`src/rtl/dmem_port_arbiter.sv`:
```
// Arbiter between the CPU MEM stage and the debug/loader port in front of the
// single-port 128-byte data memory. CPU has priority, with a burst limit so debug is never starved.
module dmem_port_arbiter #(
    parameter int ADDR_W        = 7,
    parameter int DATA_W        = 32,
    parameter int MAX_CPU_BURST = 4,
    localparam int CNT_W        = $clog2(MAX_CPU_BURST + 1)
) (
    input  logic              clk,
    input  logic              reset,
    // Request/grant handshake: a requester raises *_req with stable fields and
    // holds them until it sees *_gnt in the same cycle; the access is issued
    // in that cycle and the requester may present a new request next cycle.
    input  logic              i_cpu_req,
    input  logic [ADDR_W-1:0] i_cpu_addr,
    input  logic [3:0]        i_cpu_re,
    input  logic [3:0]        i_cpu_we,
    input  logic [DATA_W-1:0] i_cpu_wdata,
    output logic              o_cpu_gnt,
    output logic              o_cpu_stall,
    output logic              o_cpu_rvalid,
    output logic [DATA_W-1:0] o_cpu_rdata,
    input  logic              i_dbg_req,
    input  logic [ADDR_W-1:0] i_dbg_addr,
    input  logic              i_dbg_we,
    input  logic [DATA_W-1:0] i_dbg_wdata,
    output logic              o_dbg_gnt,
    output logic              o_dbg_rvalid,
    output logic [DATA_W-1:0] o_dbg_rdata,
    output logic              o_mem_en,
    output logic [ADDR_W-1:0] o_mem_addr,
    output logic [3:0]        o_mem_we,
    output logic [DATA_W-1:0] o_mem_wdata,
    input  logic [DATA_W-1:0] i_mem_rdata,
    output logic              o_fsm_state,
    output logic [CNT_W-1:0]  o_burst_cnt
);

    typedef enum logic {
        ST_CPU_PRI   = 1'b0,
        ST_DBG_FORCE = 1'b1
    } state_t;

    localparam logic [CNT_W-1:0] BURST_MAX = CNT_W'(MAX_CPU_BURST);

    state_t            r_state;
    logic [CNT_W-1:0]  r_burst_cnt;
    logic              r_rd_pending;
    logic              r_rd_owner;
    logic [3:0]        r_rd_lanes;
    logic [DATA_W-1:0] r_cpu_rdata;
    logic [DATA_W-1:0] r_dbg_rdata;
    logic [ADDR_W-1:0] r_mem_addr;
    logic [DATA_W-1:0] r_mem_wdata;

    logic              w_cpu_win;
    logic              w_dbg_win;
    logic              w_contend;
    logic [CNT_W-1:0]  w_burst_inc;
    logic              w_cpu_rd;
    logic              w_dbg_rd;
    logic              w_cpu_rvalid;
    logic              w_dbg_rvalid;
    logic [ADDR_W-1:0] w_mem_addr;
    logic [DATA_W-1:0] w_mem_wdata;
    logic [3:0]        w_mem_we;
    logic [DATA_W-1:0] w_cpu_rdata_masked;

    // Grant selection: debug only overrides the CPU in its forced slot.
    always_comb begin
        w_cpu_win = 1'b0;
        w_dbg_win = 1'b0;
        if (!reset) begin
            if (r_state == ST_DBG_FORCE && i_dbg_req) begin
                w_dbg_win = 1'b1;
            end else if (i_cpu_req) begin
                w_cpu_win = 1'b1;
            end else if (i_dbg_req) begin
                w_dbg_win = 1'b1;
            end
        end
    end

    always_comb begin
        w_mem_addr  = r_mem_addr;
        w_mem_wdata = r_mem_wdata;
        w_mem_we    = 4'b0000;
        if (w_cpu_win) begin
            w_mem_addr  = i_cpu_addr;
            w_mem_wdata = i_cpu_wdata;
            w_mem_we    = i_cpu_we;
        end else if (w_dbg_win) begin
            w_mem_addr  = i_dbg_addr;
            w_mem_wdata = i_dbg_wdata;
            w_mem_we    = {4{i_dbg_we}};
        end
    end

    // A CPU slot with any write lane set is a write; read lanes are then ignored.
    assign w_cpu_rd    = w_cpu_win && (i_cpu_we == 4'b0000) && (i_cpu_re != 4'b0000);
    assign w_dbg_rd    = w_dbg_win && !i_dbg_we;
    assign w_contend   = w_cpu_win && i_dbg_req;
    assign w_burst_inc = (r_burst_cnt == BURST_MAX) ? r_burst_cnt : r_burst_cnt + 1'b1;

    always_comb begin
        w_cpu_rdata_masked = '0;
        for (int i = 0; i < 4; i++) begin
            w_cpu_rdata_masked[8*i +: 8] = r_rd_lanes[i] ? i_mem_rdata[8*i +: 8] : 8'h00;
        end
    end

    // Gating with reset drops a read response whose reset lands mid-flight.
    assign w_cpu_rvalid = r_rd_pending && !r_rd_owner && !reset;
    assign w_dbg_rvalid = r_rd_pending &&  r_rd_owner && !reset;

    always_ff @(posedge clk) begin
        if (reset) begin
            r_state      <= ST_CPU_PRI;
            r_burst_cnt  <= '0;
            r_rd_pending <= 1'b0;
            r_rd_owner   <= 1'b0;
            r_rd_lanes   <= 4'b0000;
            r_cpu_rdata  <= '0;
            r_dbg_rdata  <= '0;
            r_mem_addr   <= '0;
            r_mem_wdata  <= '0;
        end else begin
            case (r_state)
                ST_CPU_PRI: begin
                    if (w_contend) begin
                        r_burst_cnt <= w_burst_inc;
                        if (w_burst_inc == BURST_MAX) begin
                            r_state <= ST_DBG_FORCE;
                        end
                    end else begin
                        r_burst_cnt <= '0;
                    end
                end
                ST_DBG_FORCE: begin
                    r_state     <= ST_CPU_PRI;
                    r_burst_cnt <= '0;
                end
                default: begin
                    r_state     <= ST_CPU_PRI;
                    r_burst_cnt <= '0;
                end
            endcase

            r_rd_pending <= w_cpu_rd || w_dbg_rd;
            if (w_cpu_win || w_dbg_win) begin
                r_rd_owner  <= w_dbg_win;
                r_rd_lanes  <= w_cpu_win ? i_cpu_re : 4'b1111;
                r_mem_addr  <= w_mem_addr;
                r_mem_wdata <= w_mem_wdata;
            end

            if (w_cpu_rvalid) begin
                r_cpu_rdata <= w_cpu_rdata_masked;
            end
            if (w_dbg_rvalid) begin
                r_dbg_rdata <= i_mem_rdata;
            end
        end
    end

    assign o_cpu_gnt    = w_cpu_win;
    assign o_dbg_gnt    = w_dbg_win;
    assign o_cpu_stall  = i_cpu_req && !w_cpu_win;
    assign o_cpu_rvalid = w_cpu_rvalid;
    assign o_dbg_rvalid = w_dbg_rvalid;
    assign o_cpu_rdata  = w_cpu_rvalid ? w_cpu_rdata_masked : r_cpu_rdata;
    assign o_dbg_rdata  = w_dbg_rvalid ? i_mem_rdata : r_dbg_rdata;
    assign o_mem_en     = w_cpu_win || w_dbg_win;
    assign o_mem_addr   = w_mem_addr;
    assign o_mem_we     = w_mem_we;
    assign o_mem_wdata  = w_mem_wdata;
    assign o_fsm_state  = r_state;
    assign o_burst_cnt  = r_burst_cnt;

endmodule

```
`config.mk`:
```
export PLATFORM = sky130hd
export DESIGN_NAME = dmem_port_arbiter
export DESIGN_NICKNAME = d
export VERILOG_FILES = /design/src/rtl/dmem_port_arbiter.sv
export SDC_FILE = /design/constraint.sdc
export NUM_CORES = 1
export LEC_CHECK = 0
export CAP_MARGIN = 20
export CELL_PAD_IN_SITES_DETAIL_PLACEMENT = 1
export CELL_PAD_IN_SITES_GLOBAL_PLACEMENT = 1
export CORE_ASPECT_RATIO = 1.25
export CORE_MARGIN = 2
export CORE_UTILIZATION = 32
export CTS_CLUSTER_SIZE = 28
export DETAILED_ROUTE_END_ITERATION = 7
export HOLD_SLACK_MARGIN = 0.08
export PLACE_DENSITY_LB_ADDON = 0.1
export SLEW_MARGIN = 40
export SYNTH_ARGS = -nofsm -noshare
export SYNTH_HDL_FRONTEND = slang
export SYNTH_SLANG_ARGS = --single-unit
```
`constraint.sdc`:
```
create_clock -name clk -period 2.6 [get_ports clk]
set_clock_uncertainty 0.05 [all_clocks]
set_input_delay 0.78 -clock clk [delete_from_list [all_inputs] [get_ports clk]]
set_output_delay 0.78 -clock clk [all_outputs]
set_load 0.02 [all_outputs]
```
## Word-level counts from Yosys, hierarchy flattened

Index checks and enable logic that the tools add are counted.

| cells by class | value |
|---|---|
| add/subtract/negate cells | 1 |
| equality and inequality tests | 2 |
| mux-type cells | 26 |
| bitwise gates (word level) | 1 |
| reductions and logical operators | 18 |

Operator list:

| operator | number |
|---|---|
| 32-bit two-way mux | 4 |
| 8-bit two-way mux | 4 |
| 7-bit two-way mux | 2 |
| 4-bit two-way mux | 3 |
| 1-bit logical AND | 10 |
| 1-bit two-way mux | 9 |
| 3-bit == test (second input constant) | 2 |
| 3-bit two-way mux | 2 |
| 3-bit case mux with 2 select lines | 1 |
| 1-bit logical NOT | 4 |
| 4-bit logical NOT | 1 |
| 4-bit nonzero test | 1 |
| 3-bit by 1-bit adder with 3-bit output (second input constant) | 1 |
| 1-bit logical OR | 2 |
| 1-bit case mux with 2 select lines | 1 |
| 1-bit NOT | 1 |

| word-level totals | value |
|---|---|
| bits in registers | 113 |
| bits of input ports | 123 |
| logic and storage cells | 57 |

## Longest topological paths before layout

| logic depth | value |
|---|---|
| depth after elaboration | 6 |
| gate-level depth with buffers | 6 |
| gate-level depth less buffers | 5 |

## Worst setup path after synthesis

No wires, ideal clock.

| timing | value |
|---|---|
| kind | input to output |
| from | in i_cpu_req |
| to | out o_mem_addr[6] |
| data arrival time | 1.813 ns |
| setup slack | -0.043 ns |
| stages | 5 |
| buffers on the path | 2 |
| cell sequence | a21bo_1 buf_2 nor2_4 buf_2 a221o_1 |

| between the ends | value |
|---|---|
| elaborated cells between the ends (all ways) | 8 |
| those cells by class | 8 x mux |

RTL lines:

| item | line | RTL |
|---|---|---|
| start, declared | 14 | `input logic i_cpu_req,` |
| 1-bit two-way mux | 76 | `end else if (i_cpu_req) begin` |
| 1-bit two-way mux | 74 | `if (r_state == ST_DBG_FORCE && i_dbg_req) begin` |
| 1-bit two-way mux | 73 | `if (!reset) begin` |
| net o_cpu_gnt | 19 | `output logic o_cpu_gnt,` |
| 7-bit two-way mux | 88 | `if (w_cpu_win) begin` |
| end, declared | 31 | `output logic [ADDR_W-1:0] o_mem_addr,` |

The timed path passes the listed nets, and every way through them passes these cells.

## Worst setup path in the final report

| timing | value |
|---|---|
| from | in reset |
| to | out o_cpu_rdata[15] |

| between the ends | value |
|---|---|
| longest elaborated chain between the ends | 3 |

RTL lines:

| item | line | RTL |
|---|---|---|
| start, declared | 10 | `input logic reset,` |
| 1-bit logical NOT | 113 | `assign w_cpu_rvalid = r_rd_pending && !r_rd_owner && !reset;` |
| 1-bit logical AND | 113 |  |
| 32-bit two-way mux | n/a |  |
| end, declared | 22 | `output logic [DATA_W-1:0] o_cpu_rdata,` |

No other way between the ends.

==> flow_metrics.py <==
metrics = {
    "outcome": {
        "status": "finished with violations",
        "violations": "negative setup slack",
    },
    "route": {
        "wirelength_um": 27960,
        "viasPerCell": 5.290,
        "detail-route-antenna-nets": 0,
        "dr.pass1.iters": 4,
        "vias": 6766,
        "drt_iter0_drc": 257,
        "routedWlPerCell_um": 21.86,
        "drc_errors": 0,
    },
    "logic_synthesis": {
        "synth_edf_count": 0,
        "syn_inst": 648,
        "ys_warn_count": 0,
        "yosysSeqAreaShare_pct": 38.14,
        "synth_cell_types": 38,
        "synth-seq-cells": 113,
        "yosysTopAreaCellShare_pct": 38.14,
        "yosys-top-cells-area": "dfxtp_1 (38%), mux2_2 (10%), a221o_1 (6.6%)",
        "ys_async_sr_fraction_pct": 0,
        "synth_nets": 773,
        "syn_area_per_cell_um2": 9.154,
        "yosys.area.top_type": "dfxtp_1",
        "syn_area_um2": 5932,
        "synthFlopType": "dfxtp_1",
    },
    "critical_path": {
        "cp-end-kind": "primary output",
        "start_kind": "input pin",
        "crit_arrival_ns": 2.00,
        "worstSetupPathType": "input pin to primary output",
        "cp.required_ns": 1.77,
        "r2r_slack_ns": 0.87,
        "crit_fanout": 8,
    },
    "layout": {
        "num_antenna_cells": 0,
        "fillerInstances": 1972,
        "area_growth_pct": 89.56,
        "final_cell_mix": "buf_4 (146), clkdlybuf4s50_1 (123), buf_6 (115)",
        "drive_above_1_share_pct": 51.19,
        "fin_util_pct": 61.89,
        "layout.nets": 1163,
        "final_common_cell": "buf_4",
    },
    "cts": {
        "root_buffer": "clkbuf_16",
        "h-tree-depth": 4,
        "clock_latency_ns": 0.42,
        "clk_pin_slew_worst_paths_ns": 0.06,
        "cts_buffer_depth": 2,
        "cts_tree": "yes",
        "cts_sinks": 113,
        "cts_inserted_buffers": 17,
    },
    "power": {
        "irDropWorstVdd_uv": 427.7,
        "comb_power_share_pct": 22.6,
        "powerDensity_nw_per_um2": 478.5,
        "leakage_nw": 4.868,
        "seq_power_share_pct": 34.0,
        "p_int_mw": 3.891,
        "power_mw": 5.381,
        "switching_power_mw": 1.490,
        "pwr-share-clk_pct": 43.5,
        "p_sw_share_pct": 27.69,
    },
    "floorplanning": {
        "rows": 55,
        "io_pins": 240,
        "coreArea_um2": 18170,
        "start_util_pct": 32.65,
        "die_h_um": 156.2,
        "die_x_um": 125.8,
        "die-area_um2": 19650,
    },
    "grt": {
        "grt_max_degree": 59,
        "track_usage_pct": 24.80,
        "grt_overflow_total": 0,
        "grt_pass1_wl_um": 38580,
        "grt_pass1_vias": 7164,
        "antenna_found_initial": 0,
    },
    "sta": {
        "rsz0062_at_grt": "true",
        "fin_crit_sh_pct": 108.9,
        "slew_viol_final": 0,
        "slew_headroom_pct": 45.09,
        "worstMarginPinSlew_ns": 0.8236,
        "fmax_mhz": 353.2,
        "final.setup.tns_ns": -16.39,
        "fin_crit_ns": 2.831,
        "setup_viol": 105,
        "fin_ws_ns": -0.2312,
        "finalHoldViolations": 0,
    },
    "place": {
        "dp_hpwl_um": 16230,
        "place_ws_ns": -0.6663,
        "port_buffers": 239,
        "gp_congestion": 0.8168,
    },
    "min_path": {
        "hold_class": "register to register",
    },
    "job": {
        "drv_cap": 0,
    },
}
cell type report:
type	count	area, um2	share of cell area [%]
repair buffers	428	4308	38.31
multi-input cells	473	3782	33.64
flip-flops and latches	113	2262	20.12
clock buffers	19	442.9	3.939
well taps	228	285.3	2.537
clock inverters	13	137.6	1.224
inverters	5	26.28	0.2337
through the flow:
step,hold slack (ns),instance area (um2),instances
after floorplan,0.3899,5957,648
after global placement,0.4000,9443,1195
after detailed placement,0.4111,9443,1195
after CTS,0.4268,10190,1253
after global routing,0.4630,11240,1279
final,0.4483,11240,1279
worst max-delay path, cell delays in order:
cell	delay (ns)
buf_8	0.11
or3b_4	0.44
inv_8	0.12
buf_12	0.15
buf_4	0.12
nand3_4	0.08
nand2_2	0.09
buf_6	0.11
sequential cells by signal, summed over array words and instances (netlist names), 3 cells and up:
signal,cells
r_cpu_rdata,32
r_mem_wdata,32
o_burst_cnt,3
r_mem_addr,7
r_dbg_rdata,32
r_rd_lanes,4
cell families (layout without fill, tap and decap cells):
kind of cell	count (synthesis)	after routing	synth area share [%]
adders and majority gates	2	2	0.4218
muxes	69	69	13.10
AOI/OAI and AO/OA	121	121	16.92
buffers and inverters	62	465	5.484
xor gates and xnor gates	1	1	0.1477
DFF	113	113	38.14
and+or+nand+nor	280	280	25.80
power groups by stage:
| stage | clock (mW) | combinational [mW] | sequential (mW) |
|---|---|---|---|
| global route | 2.47 | 1.28 | 1.83 |
| floorplan | 0 | 0.461 | 1.85 |
| detailed placement | 0 | 1.03 | 1.86 |
| CTS | 2.36 | 1.07 | 1.82 |
| global placement | 0 | 1.00 | 1.85 |
| finish | 2.34 | 1.21 | 1.83 |
per-layer routing:
layer  global-route usage (%)  vias to the layer above  wire [um]
li1                         -                     3107          -
met1                    27.06                     3421      10560
met2                    46.82                      198      15450
met3                    6.051                       40       1320
met4                    8.216                        0        626
met5                        0                        -          0
timing repair:
action / in CTS / in global routing
gates cloned: 6 / 8
hold buffers: 0 / 0
pin swaps: 12 / 68
endpoints found under the setup margin: 113 / 110
resized for setup: 531 / 280
buffers inserted: 20 / 23
path summary, 6_finish.rpt:
kind                   from              end  cells after the start
max reg2reg    r_rd_pending  r_cpu_rdata[26]                      8
max                   reset  o_cpu_rdata[15]                      8
min          r_cpu_rdata[0]   r_cpu_rdata[0]                      2
min reg2reg  r_cpu_rdata[0]   r_cpu_rdata[0]                      2
cell usage after synthesis, drive strengths merged, types with 2 or more instances:
master / n
inv: 4
mux2: 69
dfxtp: 113
o22ai: 37
a22o: 4
a221o: 39
nor3: 49
o21bai: 2
nand2: 68
nand3: 32
nand2b: 2
a21oi: 33
ha: 2
nor2: 49
buf: 40
and2: 39
nor2b: 36
o221a: 2
clkbuf: 17
Note: power is estimated with default switching activity, not from simulation.
